**src/rtl/winner_threshold_unit.sv**
```systemverilog
// Adaptive-threshold spiking stage behind a 6-input winner-take-all comparator.
// The winner spikes when it reaches its threshold, which then learns toward the input; a miss decays all thresholds.
module winner_threshold_unit #(
    parameter int P_WIDTH     = 22,
    parameter int P_TH_INIT   = 8,
    parameter int P_ETA_SHIFT = 2,
    parameter int P_DECAY     = 1,
    parameter int P_REFRACT   = 4
) (
    input  logic               i_clk,
    input  logic               i_rst_n,
    input  logic               i_valid,
    input  logic [P_WIDTH-1:0] i_result,
    input  logic [6:1]         i_index,
    output logic               o_ready,
    output logic               o_spike,
    output logic [6:1]         o_spike_index,
    output logic               o_miss,
    output logic               o_err,
    output logic               o_drop,
    output logic [P_WIDTH-1:0] o_threshold
);

    localparam int CW = (P_REFRACT > 1) ? $clog2(P_REFRACT + 1) : 1;
    localparam logic [P_WIDTH-1:0] TH_INIT = P_WIDTH'(P_TH_INIT);
    localparam logic [P_WIDTH-1:0] DECAY   = P_WIDTH'(P_DECAY);
    localparam logic [CW-1:0]      REF_LD  = CW'(P_REFRACT);

    typedef enum logic [1:0] {S_IDLE, S_EVAL, S_UPDATE, S_REFRACT} state_t;

    state_t             state;
    logic [P_WIDTH-1:0] res_q;
    logic [6:1]         idx_q;
    logic               spike_q;
    logic [CW-1:0]      cnt;
    logic [P_WIDTH-1:0] th [1:6];

    logic [6:1]         win_oh;
    logic [P_WIDTH-1:0] th_win;
    logic [P_WIDTH-1:0] diff;
    logic [P_WIDTH:0]   sum;
    logic [P_WIDTH-1:0] th_spike;
    logic [P_WIDTH-1:0] th_miss;

    assign o_ready = (state == S_IDLE);

    // Winner is the lowest set index bit; idx_q is stable through EVAL and UPDATE.
    always_comb begin
        win_oh = idx_q & (~idx_q + 6'd1);
        th_win = '0;
        for (int unsigned i = 1; i <= 6; i++) begin
            if (win_oh[i]) th_win = th[i];
        end
        diff     = res_q - th_win;
        sum      = {1'b0, th_win} + {1'b0, diff >> P_ETA_SHIFT};
        th_spike = sum[P_WIDTH] ? '1 : sum[P_WIDTH-1:0];
        th_miss  = (th_win >= DECAY) ? th_win - DECAY : '0;
    end

    always_ff @(posedge i_clk or negedge i_rst_n) begin
        if (!i_rst_n) begin
            state         <= S_IDLE;
            res_q         <= '0;
            idx_q         <= '0;
            spike_q       <= 1'b0;
            cnt           <= '0;
            o_spike       <= 1'b0;
            o_spike_index <= '0;
            o_miss        <= 1'b0;
            o_err         <= 1'b0;
            o_drop        <= 1'b0;
            o_threshold   <= TH_INIT;
            for (int unsigned i = 1; i <= 6; i++) th[i] <= TH_INIT;
        end else begin
            o_spike       <= 1'b0;
            o_spike_index <= '0;
            o_miss        <= 1'b0;
            o_err         <= 1'b0;
            o_drop        <= i_valid && (state != S_IDLE);
            case (state)
                S_IDLE: begin
                    if (i_valid) begin
                        res_q <= i_result;
                        idx_q <= i_index;
                        state <= S_EVAL;
                    end
                end
                S_EVAL: begin
                    if (idx_q == '0) begin
                        o_err <= 1'b1;
                        state <= S_IDLE;
                    end else if (res_q >= th_win && res_q != '0) begin
                        o_spike       <= 1'b1;
                        o_spike_index <= win_oh;
                        spike_q       <= 1'b1;
                        state         <= S_UPDATE;
                    end else begin
                        o_miss  <= 1'b1;
                        spike_q <= 1'b0;
                        state   <= S_UPDATE;
                    end
                end
                S_UPDATE: begin
                    if (spike_q) begin
                        for (int unsigned i = 1; i <= 6; i++) begin
                            if (win_oh[i]) th[i] <= th_spike;
                        end
                        o_threshold <= th_spike;
                        if (P_REFRACT == 0) begin
                            state <= S_IDLE;
                        end else begin
                            cnt   <= REF_LD;
                            state <= S_REFRACT;
                        end
                    end else begin
                        for (int unsigned i = 1; i <= 6; i++) begin
                            th[i] <= (th[i] >= DECAY) ? th[i] - DECAY : '0;
                        end
                        o_threshold <= th_miss;
                        state       <= S_IDLE;
                    end
                end
                S_REFRACT: begin
                    cnt <= cnt - CW'(1);
                    if (cnt <= CW'(1)) state <= S_IDLE;
                end
                default: state <= S_IDLE;
            endcase
        end
    end

endmodule

```
**config.mk**
```make
export PLATFORM = sky130hd
export DESIGN_NAME = winner_threshold_unit
export DESIGN_NICKNAME = d
export VERILOG_FILES = /design/src/rtl/winner_threshold_unit.sv
export SDC_FILE = /design/constraint.sdc
export NUM_CORES = 1
export LEC_CHECK = 0
export CAP_MARGIN = 30
export CORE_ASPECT_RATIO = 1.25
export CORE_MARGIN = 3
export CORE_UTILIZATION = 56
export DETAILED_ROUTE_END_ITERATION = 16
export PLACE_DENSITY_LB_ADDON = 0.15
export SLEW_MARGIN = 20
export SYNTH_ARGS = -nofsm -noshare
export SYNTH_HDL_FRONTEND = slang
export SYNTH_SLANG_ARGS = --single-unit
```
**constraint.sdc**
```tcl
create_clock -name i_clk -period 7.11 [get_ports i_clk]
set_clock_uncertainty 0.1 [all_clocks]
set_input_delay 1.0665 -clock i_clk [delete_from_list [all_inputs] [get_ports i_clk]]
set_output_delay 1.0665 -clock i_clk [all_outputs]
set_load 0.005 [all_outputs]
```
==> results.cfg <==
[run_status]
status = finished, final reports clean

[grt]
grt_first_pass_wirelength_um = 85010
number_of_global_route_vias_before_repair = 15410
grt_use_met3_pct = 6.043
grt_start_max_net_pins = 91
globalRouteMet2Util_pct = 64.09
grt_remaining_overflow = 0
grt_util_all_layers_pct = 38.44
antenna_found_initial = 0
grt_util_met1_pct = 45.61
gr-max-usage-layer = met2

[setup_path]
crit_path_kind = flop to flop
start_kind = flop
arrival_ns = 6.90
critPathMostFrequentCell = nand3_1
r2r_setup_slack_ns = 0.42
setup_crit_end_kind = flop
timing.critical_path.required_ns = 7.32
slowest_stage = or4b_2
timing.critical_path.cells = or2_2, a221oi_1, o221ai_1, ha_1, nor2b_1, a31oi_1, o21a_1, a21oi_1, maj3_1, xor2_1, fa_1, nor3_1, a2111oi_2, nand3_1, nand2_1, o21ai_1, or4b_2, nand3_1, o211ai_1
critical-path-max-stage-delay_ns = 0.68
critical_path.max_fanout = 11

[floorplanning]
die-height_um = 188.0
die-area_um2 = 28490
start_util_pct = 57.02
die_w_um = 151.6
fp-row-count = 66
top_ports = 64
core-area_um2 = 26010

[clocking]
htreeDepth = 4
cts_hold_repair.buffers = 0
tritoncts_num_sinks = 198
insertion_delay_ns = 0.46
cell_chosen_for_the_clock_root = clkbuf_16
worst_setup_hold_path_clk_slew_ns = 0.08
cts_buffers = 17
ctsLongestPathBuffers = 2
tritoncts = done

[synth]
ys.flop_type = dfrtp_1
post-synth-top-area-fraction_pct = 32.22
share_of_synthesized_area_occupied_by_flip_flops_and_latches_pct = 33.46
yosysMostFrequentCell = o21ai_0
synth.cells.most_frequent = 261 x o21ai_0, 191 x dfrtp_1, 184 x nand2_1
synthesis.area_per_instance_um2 = 7.844
synth_edf_count = 0
ys_types = 85
post_synth_inst_count = 1891
post_synthesis_net_count = 1977
netlist_top_cells_area = dfrtp_1 32%, o21ai_0 8.8%, a21oi_1 5.5%, nand2_1 4.7%, ha_1 4.6%
synth-warning-count = 0
syn-cell-area_um2 = 14830
async_flop_share_pct = 100.0
ys_ff_latch = 198
yosysTopAreaCell = dfrtp_1

[timing]
hold_viol = 0
least_margin_pin_slew_ns = 1.017
fin_worst_hold_slack_ns = 0.3792
final-setup-viol-count = 0
finalCriticalPeriod_ns = 6.691
slew-limit-headroom_pct = 31.87
maxSlewViolCount = 0
final.period_utilization_pct = 94.11
fmaxAchievable_ghz = 0.1495
rsz0062_at_grt = no

[placed_design]
place_congestion = 1.036
placement.io_buffers = 63
placed_wire_length_estimate_after_detailed_placement_um = 41370

[finish]
post_route_cells_drive_above_1_share_pct = 10.68
nNetsFinal = 2039
antenna-diode-count = 0
syn_to_final_growth_pct = 13.43
finish.utilization_pct = 64.68

[drt]
post_drt_via_cell_ratio = 6.833
routed_wl_um = 55010
ant_nets = 0
detail_route.drc_violations = 0
drt-pass1-iter-count = 9
first_iter_violations = 1687
wire_per_inst_um = 23.86
routed-via-count = 15760

[hold_path]
holdCritPathClass = flop to flop

[run]
cap_viol_max_count = 0
cell families after synthesis:
| group | Yosys count | share of synthesized area, % |
|---|---|---|
| xor gates and xnor gates | 37 | 2.185 |
| and+or+nand+nor | 680 | 22.47 |
| muxes | 37 | 2.716 |
| DFF | 198 | 33.46 |
| adders and majority gates | 56 | 4.758 |
| buffers and inverters | 172 | 4.496 |
| AOI/OAI and AO/OA | 711 | 29.91 |
cell usage in the layout, fill, tap and decap left out, types with 11 or more instances in the layout:
cell / instances
nand2_1: 182
xnor2_1: 32
o21ai_0: 258
nor2_1: 166
dfrtp_1: 189
o221ai_1: 15
and3_1: 13
ha_1: 54
nor4_1: 39
inv_1: 62
o21a_1: 13
nand2b_1: 19
a21oi_1: 156
a21o_1: 22
a32oi_1: 24
clkdlybuf4s50_1: 62
and2_1: 18
o211ai_1: 33
o21ai_1: 15
nor3_1: 77
mux2_2: 26
nand3_1: 32
buf_4: 83
or3_1: 30
clkbuf_16: 17
nand4_1: 20
a31oi_1: 48
nor3b_1: 11
a221o_1: 13
nand3b_1: 20
nor2b_1: 16
state kept, by name, summed over array words and instances (netlist names):
name / flops
th: 132
o_threshold: 22
res_q: 22
idx_q: 6
o_spike_index: 6
cnt: 3
state: 2
o_drop: 1
o_err: 1
o_miss: 1
o_spike: 1
spike_q: 1
stage by stage:
stage / cells / area, um2 / worst slack (ns) / setup TNS, ns
2_1_floorplan: 1891 / 14830 / 0.4592 / 0
3_3_place_gp: 2268 / 16100 / 0.07944 / 0
3_5_place_dp: 2270 / 16110 / -0.003247 / -0.006187
4_1_cts: 2302 / 16700 / 0.05057 / 0
5_1_grt: 2306 / 16820 / 0.0003633 / 0
6_report: 2306 / 16820 / 0.4190 / 0
final timing paths:
| path | startpoint | to | cells past startpoint |
|---|---|---|---|
| max in group asynchronous | i_rst_n | spike_q | 2 |
| min in group asynchronous | i_rst_n | th[90] | 1 |
| worst max register to register | idx_q[2] | th[104] | 19 |
| worst min register to register | th[113] | th[113] | 2 |
| worst min-delay path | th[113] | th[113] | 2 |
| worst max-delay path | idx_q[2] | th[104] | 19 |
worst max-delay path, delay by kind of cell, from the launching register on:
| kind | cells | cell delay, ns |
|---|---|---|
| AND/OR/NAND/NOR | 7 | 2.34 |
| adder cells (fa/ha/maj) | 3 | 1.00 |
| XOR/XNOR | 1 | 0.33 |
| AO/OA/AOI/OAI | 8 | 2.28 |
| flip-flops | 1 | 0.50 |
per-layer routing:
| metal | wire, um | vias to the layer above |
|---|---|---|
| met2 | 26620 | 836 |
| met5 | 0 | - |
| li1 | - | 7166 |
| met4 | 3983 | 0 |
| met3 | 4297 | 196 |
| met1 | 20110 | 7558 |
timing repair:
| action | 4_1_cts | 5_1_grt |
|---|---|---|
| resized for setup | 1 | 22 |
| buffers inserted | 0 | 1 |
| endpoints found under the setup margin | 9 | 151 |
final cells by class:
type	instances	area, um2
Clock buffer	18	439.2
Clock inverter	14	142.6
Fill cell	2377	9188
Inverter	64	240.2
Multi-Input combinational cell	1521	9306
Sequential cell	198	4966
Tap cell	340	425.4
Timing Repair Buffer	151	1305
Power is not shown: default switching activity piles up to over one toggle a cycle in this logic, so the estimate is an artifact.
==> RTL edit, RTL diff (same flow settings) <==
Re-encode `state_t` (4 states) as one-hot, 4 bits wide.
--- a/src/rtl/winner_threshold_unit.sv
+++ b/src/rtl/winner_threshold_unit.sv
@@ -27,5 +27,5 @@
     localparam logic [CW-1:0]      REF_LD  = CW'(P_REFRACT);
 
-    typedef enum logic [1:0] {S_IDLE, S_EVAL, S_UPDATE, S_REFRACT} state_t;
+    typedef enum logic [3:0] {S_IDLE = 4'b0001, S_EVAL = 4'b0010, S_UPDATE = 4'b0100, S_REFRACT = 4'b1000} state_t;
 
     state_t             state;
Check against the original RTL: no difference found for any inputs over 4 cycles, from zero or initial values and one cycle with i_rst_n low; so few cycles prove little.
==> RTL edit against the original RTL <==
- setup slack lost 0.13 ns
- synthesized area shrank 3.6%
- count of clock-buffer cells in the layout grew 2
- non-clock buffer count shrank 25
- cell count shrank 4.4%
- first-iteration DRC count shrank 26%
- sequential cell count grew 2
- hold slack gained 0.013 ns
- critical endpoint is now th[116]
- wire length shrank 7.4%
- cell area shrank 4.2%
Power is not shown: default switching activity piles up to over one toggle a cycle in this logic, so the estimate is an artifact.
==> RTL edit: results (changes against the original RTL) <==
metric,value,unit,change
ys_seq_area_frac,0.351,,was 0.335
track_usage,0.371,,was 0.384
drt_wl_total,50900,µm,was 55000 µm
buffers,126,,was 151
synth_common_cells,"o21ai_0 (228), nand2_1 (215), dfrtp_1 (192)",,"was o21ai_0 (261), dfrtp_1 (191), nand2_1 (184)"
synthCells,1806,,was 1891
via_per_inst,6.63,,was 6.83
fill_cells,2195,,was 2377
grt_pass1_vias,14000,,was 15400
min_to,o_threshold[20],,was th[113]
final-nonclk-buf-share,0.0687,,was 0.0776
layout.nets,1947,,was 2039
placed_cell_area,15400,µm²,was 16100 µm²
dp_cells,2168,,was 2270
path_max_fanout,9,,was 11
r2r_end,th[116],,was th[104]
r2r_start,idx_q[4],,was idx_q[2]
regArea,5020,µm²,was 4970 µm²
yosys.cell_types.count,90,,was 85
tightest_slew,0.965,ns,was 1.02 ns
multi_input_cells,1450,,was 1521
crit_start,idx_q[4],,was idx_q[2]
stdcell_area,16100,µm²,was 16800 µm²
status,"finished, final reports clean",,unchanged
drt_iter0_drc,1256,,was 1687
die_w,149,µm,was 152 µm
cts.sinks,200,,was 198
-- RTL edit: cell count changes after synthesis, sizes merged, moves of 10 or more --
cell and delta:
o221ai -10, nand2b +10, or3 -18, nand3 -12, nand2 +34, nor3 -11
nor2 -20, a32oi -16, a31oi -10, clkbuf -17, a21oi +31, nor4 -10
o211ai -14
-- RTL edit: critical path, stage by stage, from the launching register on --
cell and delay (ns):
dfrtp_1 0.49, or4_4 0.58, nor2_4 0.11, a22oi_1 0.10, o211ai_1 0.22, ha_1 0.23
nor2b_1 0.22, o41ai_2 0.12, a21o_1 0.24, maj3_2 0.34, o2111a_1 0.28, o311a_1 0.40
o21ai_2 0.28, o21bai_2 0.11, a21oi_2 0.21, o211ai_1 0.11, and3_1 0.20, ha_1 0.30
a21o_1 0.18, a21o_1 0.18, a21o_1 0.18, a21o_1 0.20, a21oi_1 0.17, o21ai_2 0.12
and2_2 0.31, o21ai_2 0.32, o31ai_1 0.13, a22o_1 0.26
-- RTL edit: cell families (layout without fill, tap and decap cells) --
kind of cell	count (synthesis)	after routing	synth area share
AO/OA/AOI/OAI	684	684	0.290
AND/OR/NAND/NOR	632	632	0.214
flip-flops	200	200	0.351
buffers and inverters	156	224	0.0439
adder cells (fa/ha/maj)	56	56	0.0494
XOR/XNOR	48	48	0.0294
multiplexers	30	30	0.0233
-- RTL edit: per-stage QoR --
stage / hold slack [ns] / setup WS, ns
floorplan: 0.353 / 0.695
global placement: 0.375 / 0.340
detailed placement: 0.379 / 0.255
CTS: 0.400 / 0.220
global route: 0.439 / -0.0102
finish: 0.392 / 0.292
-- RTL edit: per-layer routing --
layer  routed length (µm)  vias to the layer above  global-route usage
met4                 3150                        0               0.199
met5                    0                        -                   0
met3                 3690                      138              0.0504
li1                     -                     6692                   -
met1                19000                     7042               0.443
met2                25100                      731               0.647
